## config.mk

```make
export PLATFORM = sky130hd
export DESIGN_NAME = blink_rate_sel
export DESIGN_NICKNAME = d
export VERILOG_FILES = /design/src/rtl/blink_rate_sel.sv
export SDC_FILE = /design/constraint.sdc
export NUM_CORES = 1
export LEC_CHECK = 0
export CAP_MARGIN = 20
export CORE_ASPECT_RATIO = 0.75
export CORE_UTILIZATION = 56
export DETAILED_ROUTE_END_ITERATION = 10
export PLACE_DENSITY = 0.74
export SYNTH_ARGS = -nofsm -noshare
export SYNTH_HDL_FRONTEND = slang
export SYNTH_SLANG_ARGS = --single-unit
```

## constraint.sdc

```tcl
create_clock -name clk -period 4.85 [get_ports clk]
set_clock_uncertainty 0.2 [all_clocks]
set_input_delay 0.97 -clock clk [delete_from_list [all_inputs] [get_ports clk]]
set_output_delay 0.97 -clock clk [all_outputs]
set_load 0.05 [all_outputs]
```

## src/rtl/blink_rate_sel.sv

```systemverilog
// Two-button rate selector: synchronises and debounces btn_up/btn_dn, steps a
// saturating rate_ms on press and auto-repeat, and reloads INIT_MS on a both-press.
module blink_rate_sel #(
  parameter int unsigned CLK_FREQ    = 100_000_000,
  parameter int unsigned DEBOUNCE_MS = 10,
  parameter int unsigned REPEAT_MS   = 250,
  parameter int unsigned STEP_MS     = 50,
  parameter int unsigned MIN_MS      = 50,
  parameter int unsigned MAX_MS      = 2000,
  parameter int unsigned INIT_MS     = 500
) (
  input  logic        clk,
  input  logic        reset_n,
  input  logic        btn_up,
  input  logic        btn_dn,
  output logic [31:0] rate_ms,
  output logic        rate_changed,
  output logic        at_min,
  output logic        at_max
);

  // state  | meaning
  // S_IDLE | no stable button high
  // S_UP   | btn_up held alone, repeat timer running
  // S_DN   | btn_dn held alone, repeat timer running
  // S_LOCK | both were seen high; no steps until both released

  localparam logic [31:0] DB_CYC  = (CLK_FREQ / 1000) * DEBOUNCE_MS;
  localparam logic [31:0] RP_CYC  = (CLK_FREQ / 1000) * REPEAT_MS;
  localparam logic [31:0] RP_LAST = RP_CYC - 32'd1;
  localparam logic [31:0] STEP_V  = STEP_MS;
  localparam logic [31:0] MIN_V   = MIN_MS;
  localparam logic [31:0] MAX_V   = MAX_MS;
  localparam logic [31:0] INIT_V  = INIT_MS;

  typedef enum logic [1:0] {S_IDLE, S_UP, S_DN, S_LOCK} state_t;

  logic [1:0]       btn_raw;
  logic [1:0]       sync1, sync2, stable;
  logic [1:0][31:0] db_cnt;
  logic             up_s, dn_s;

  state_t      state, state_nxt;
  logic [31:0] rpt_cnt, rpt_cnt_nxt;
  logic        step_up, step_dn, load_init;
  logic [31:0] up_val, dn_val, rate_nxt;

  assign btn_raw = {btn_dn, btn_up};
  assign up_s    = stable[0];
  assign dn_s    = stable[1];

  // Level is accepted only after DB_CYC consecutive cycles of disagreement.
  always_ff @(posedge clk or negedge reset_n) begin
    if (!reset_n) begin
      sync1  <= '0;
      sync2  <= '0;
      stable <= '0;
      db_cnt <= '0;
    end else begin
      sync1 <= btn_raw;
      sync2 <= sync1;
      for (int i = 0; i < 2; i++) begin
        if (sync2[i] == stable[i]) begin
          db_cnt[i] <= '0;
        end else if (db_cnt[i] + 32'd1 >= DB_CYC) begin
          stable[i] <= sync2[i];
          db_cnt[i] <= '0;
        end else begin
          db_cnt[i] <= db_cnt[i] + 32'd1;
        end
      end
    end
  end

  always_ff @(posedge clk or negedge reset_n) begin
    if (!reset_n) begin
      state   <= S_IDLE;
      rpt_cnt <= '0;
    end else begin
      state   <= state_nxt;
      rpt_cnt <= rpt_cnt_nxt;
    end
  end

  always_comb begin
    state_nxt   = state;
    rpt_cnt_nxt = '0;
    step_up     = 1'b0;
    step_dn     = 1'b0;
    load_init   = 1'b0;
    if (up_s && dn_s) begin
      load_init = (state != S_LOCK);
      state_nxt = S_LOCK;
    end else if (state == S_LOCK) begin
      if (!up_s && !dn_s) state_nxt = S_IDLE;
    end else if (up_s) begin
      state_nxt = S_UP;
      if (state != S_UP || rpt_cnt == RP_LAST) step_up = 1'b1;
      else rpt_cnt_nxt = rpt_cnt + 32'd1;
    end else if (dn_s) begin
      state_nxt = S_DN;
      if (state != S_DN || rpt_cnt == RP_LAST) step_dn = 1'b1;
      else rpt_cnt_nxt = rpt_cnt + 32'd1;
    end else begin
      state_nxt = S_IDLE;
    end
  end

  always_comb begin
    up_val   = (rate_ms + STEP_V >= MAX_V) ? MAX_V : rate_ms + STEP_V;
    dn_val   = (rate_ms <= MIN_V + STEP_V) ? MIN_V : rate_ms - STEP_V;
    rate_nxt = rate_ms;
    if (load_init)    rate_nxt = INIT_V;
    else if (step_up) rate_nxt = up_val;
    else if (step_dn) rate_nxt = dn_val;
  end

  always_ff @(posedge clk or negedge reset_n) begin
    if (!reset_n) begin
      rate_ms      <= INIT_V;
      rate_changed <= 1'b0;
      at_min       <= (INIT_V == MIN_V);
      at_max       <= (INIT_V == MAX_V);
    end else begin
      rate_ms      <= rate_nxt;
      rate_changed <= (rate_nxt != rate_ms);
      at_min       <= (rate_nxt == MIN_V);
      at_max       <= (rate_nxt == MAX_V);
    end
  end

endmodule

```

### Yosys cells after proc, flatten, opt, wreduce, memory -nomap -nowiden

Cells that the tools add are included.
W data, S select, Z words.

* register bits: 139

* order comparisons: 4
* add/sub/neg operators: 5
* bitwise operators: 2
* multiplexer cells: 30
* eq/ne operators: 11
* reduce and logical (&&, ||, !) cells: 8

Operators by type and width (count)
* $mux W32: 15
* $add A32 B1 Y32 const B: 3
* $ge A32 B20 Y1 const B: 2
* $add A32 B6 Y32 const B: 1
* $eq A32 B11 Y1 const B: 1
* $eq A32 B25 Y1 const B: 1
* $eq A32 B6 Y1 const B: 1
* $ge A32 B11 Y1 const B: 1
* $le A32 B7 Y1 const B: 1
* $ne A32 B32 Y1: 1
* $sub A32 B6 Y32 const B: 1
* $mux W1: 10
* $mux W2: 5
* $ne A2 B2 Y1 const B: 2
* $reduce_and A2 Y1: 2
* $ne A3 B2 Y1 const B: 1
* $eq A1 B1 Y1: 2
* $eq A2 B2 Y1 const B: 1
* $logic_and A1 B1 Y1: 2
* $logic_not A1 Y1: 2
* $logic_or A1 B1 Y1: 2
* $ne A2 B1 Y1 const B: 1
* $not A1 Y1: 2

### Depth between registers and ports, before layout

* depth after elaboration: 11
* gate-level depth with buffers: 13
* gate-level depth less buffers: 12

### Worst setup path after synthesis

OpenSTA, ideal clock, no wires.

* kind: reg2reg
* from: register rate_ms[1]
* to: register rate_changed
* stages on the path, launching flop included: 14
* required time: 4.502 ns
* path buffers: 1
* clock period less this slack: 3.916 ns
* slack: 0.934 ns
* arrival: 3.569 ns
* cell sequence: dfrtp_1 -> inv_1 -> ha_1 -> or4b_1 -> a2111oi_2 -> and4_1 -> o211ai_1 -> or2_1 -> buf_2 -> or4_1 -> a211oi_1 -> o2111ai_1 -> nor4_1 -> nand4_1

* longest elaborated chain between the ends: 6
* elaborated cells between the ends (all ways): 10

Ends and longest elaborated chain
* start, declared: line 16 `output logic [31:0] rate_ms,`
* start signal, assigned: line 125 `rate_ms <= rate_nxt;`
* $add A32 B6 Y32, or another cell as far along: line 110 `up_val = (rate_ms + STEP_V >= MAX_V) ? MAX_V : rate_ms + STEP_V;`
* $ge A32 B11 Y1 / $mux W32 (equally long branches): line 110, 111
* $mux W32 (on tied branches): line 110, 115
* $mux W32: line 114 `else if (step_up) rate_nxt = up_val;`
* $mux W32: line 113 `if (load_init) rate_nxt = INIT_V;`
* $ne A32 B32 Y1 (*): line 126 `rate_changed <= (rate_nxt != rate_ms);`
* end signal, assigned: line 126
* end, declared: line 17 `output logic rate_changed,`

Every way passes the cells marked *; elsewhere a longest branch is shown, timed or not.
A chain may end at the register's enable or synchronous reset.

### Worst setup path after layout

* from: register rate_ms[7]
* to: register rate_changed

* longest elaborated chain between the ends: 6
* elaborated cells between the ends (all ways): 10

Ends and longest elaborated chain
* $add A32 B6 Y32, or another cell as far along: line 110
* $ge A32 B11 Y1 / $mux W32 (equally long branches): line 110, 111
* $mux W32 (on tied branches): line 110, 115
* $mux W32 (*): line 114
* $mux W32 (*): line 113
* net rate_nxt[8]: line 46 `logic [31:0] up_val, dn_val, rate_nxt;`
* $ne A32 B32 Y1 (*): line 126

The timed path passes the listed nets; every way through them passes the cells marked *.

==> reports/metrics.cfg <==
[outcome]
outcome = complete, no violations

[logic_synthesis]
synthXorXnorAreaFrac = 0.0845
synthSimpleGateAreaFrac = 0.287
synth_area_um2 = 9120
post_synth.cell_area_avg_um2 = 8.62
syn_inst = 1058
synthArstFlopShare = 1.00
synth_fa_ha_area_frac = 0.0110
ys_seq_area_frac = 0.382
ys_ff_latch = 139
synth.area.mux_share = 0.0151
synth_edf_count = 0
synth-compound-area-share = 0.182
ys.flop_type = dfrtp_1
ys.warnings.count = 0
yosysUniqueCellTypes = 79
synth_top_family_by_area = simple AND/OR/NAND/NOR gates

[power]
leakage_nw = 4.07
vdd_ir_drop_max_mv = 0.211
total_power_mw = 4.01
p_per_area_nw_per_um2 = 383

[sta]
min_period_ns = 4.62
tns_ns = 0
setup_viol = 0
slew_violations = 0
clock.fmax_mhz = 216
fin_crit_sh = 0.952
max_slew_margin = 0.298
tightest_slew_ns = 1.05
rsz0062_at_grt = no
hold_viol = 0

[floorplanning]
die_y_um = 113
initial_core_util = 0.586
core_um2 = 15600
die_x_um = 149
die_area_um2 = 16800
io_pins = 39
row_count = 39

[cts]
cts_resized = 0
cts_tree = yes
hold_buffers = 0
numClockSinks = 139
cts_buffer_depth = 2
clock_latency_ns = 0.42
htreeDepth = 4
clockRootBuffer = clkbuf_16
cts_setup_buffers = 0
path_clk_slew_ns = 0.06
cts_buffers = 17

[run]
cap_violations = 0

[grt]
overflow = 0
grt_pass1_vias = 8080
grt_max_degree = 83
grt_pass1_wl_mm = 44.4
antenna_found_initial = 0
grtUsageTotal = 0.348

[cells_and_area]
layout_commonest_cell = dfrtp_1
finalNetCount = 1123
area_growth_pct = 14.9
antenna_cells = 0
layout-drive-gt1-share = 0.0920
mostFrequentLayoutCells = 133 x dfrtp_1, 123 x nor2_1, 63 x nand2_1

[route]
wire_per_inst_um = 21.2
drt_iter0_drc = 1102
vias = 8802
ant_nets = 0
wl_mm = 28.1
drc = 0
via_per_inst = 6.64
dr.pass1.iters = 8

[min_path]
min-delay-start = sync1[1]
hold_class = reg2reg

[place]
dp_hpwl_mm = 20.3
io_buffers = 38
gp_congestion = 1.08

[worst_setup_path]
crit_type = reg2reg
cp_data_arrival_time_ns = 4.69
worstSetupStartpoint = rate_ms[7]
worstPathRequired_ns = 4.92
crit_fanout = 16
reg2reg_from = rate_ms[7]
end_kind = register
worstSetupStartpointType = register

-- state kept, by name, summed over array words and instances (netlist names) --
signal and count:
at_max 1, at_min 1, db_cnt 64, rate_changed 1, rate_ms 32, rpt_cnt 32, stable 2, state 2
sync1 2, sync2 2
-- synthesized netlist by cell type (7+ instances only) --
cell type  instances  area, um2
nor2b_1            9       56.3
clkbuf_1          41        154
mux2i_1            7       70.1
o21ai_0           41        205
nand4_1           31        194
nor4_1            26        163
nand2_1           63        236
xnor2_1           51        447
and2_1            19        119
or2_2              7       43.8
a211oi_1          12       90.1
ha_1               8        100
a21boi_0           8       60.1
o31ai_1            7       52.6
o211ai_1          19        143
o2111ai_1          8       70.1
o22ai_1           14       87.6
and3_1            33        206
nor3_1            35        175
buf_2             18       90.1
and4_1            10       87.6
a21oi_1           35        175
or3_1             25        156
a31oi_1           20        125
dfrtp_1          133       3330
and3b_1            7       61.3
nor2_1           123        462
inv_1             22       82.6
nand2b_1          10       62.6
nand3_1           52        260
xor2_1            37        324
-- power by group --
| group | total (mW) | switching (mW) | internal (mW) |
|---|---|---|---|
| logic | 1.25 | 0.810 | 0.437 |
| clock network | 1.37 | 0.502 | 0.866 |
| registers | 1.40 | 0.158 | 1.24 |
| total | 4.01 | 1.47 | 2.54 |
-- path summary, 6_finish.rpt --
check | cells past startpoint | endpoint | slack, ns
hold reg to reg | 0 | sync2[1] | 0.15
hold / removal | 0 | sync2[1] | 0.15
min in group asynchronous | 1 | db_cnt[29] | 0.38
setup reg to reg | 10 | rate_changed | 0.23
max in group asynchronous | 2 | rpt_cnt[26] | 3.16
setup / recovery | 10 | rate_changed | 0.23
-- per-layer routing --
layer  GRT usage  routed length [um]  vias up
met5           0                   0        -
met4       0.109                 773        0
met3       0.126                3480       77
met2       0.485               11600      498
met1       0.499               12300     4216
li1            -                   -     4011
-- stage by stage --
step	area, um2	hold WS, ns	setup WS [ns]	utilization	cells
5_1_grt	10500	0.171	0.0450	0.673	1325
2_1_floorplan	9210	0.131	0.934	-	1081
3_3_place_gp	9870	0.134	0.475	0.634	1297
6_report	10500	0.151	0.231	0.673	1325
4_1_cts	10500	0.151	0.347	0.673	1325
3_5_place_dp	9870	0.138	0.367	0.634	1297
-- layout make-up --
| type | count | area (um2) |
|---|---|---|
| Sequential cell | 139 | 3490 |
| Tap cell | 205 | 256 |
| Inverter | 22 | 82.6 |
| Multi-Input combinational cell | 856 | 5370 |
| Timing Repair Buffer | 75 | 672 |
| Clock buffer | 18 | 439 |
| Clock inverter | 10 | 169 |
| Fill cell | 1264 | 5090 |
-- worst max-delay path, stage by stage, from the launching register on --
cell and delay [ns]:
dfstp_2 0.73, nand4_1 0.42, or3_1 0.60, nor3_4 0.35
nand4_1 0.21, a2111oi_2 0.46, and2_2 0.33, nand2_1 0.12
o31a_1 0.39, a2111oi_0 0.51, nand4_1 0.14
-- cell families after synthesis --
group | Yosys count
muxes | 13
DFF | 139
xor gates and xnor gates | 88
other | 1
buffers and inverters | 86
and+or+nand+nor | 487
AOI/OAI and AO/OA | 236
adders and majority gates | 8
Note: power is estimated with default switching activity, not from simulation.
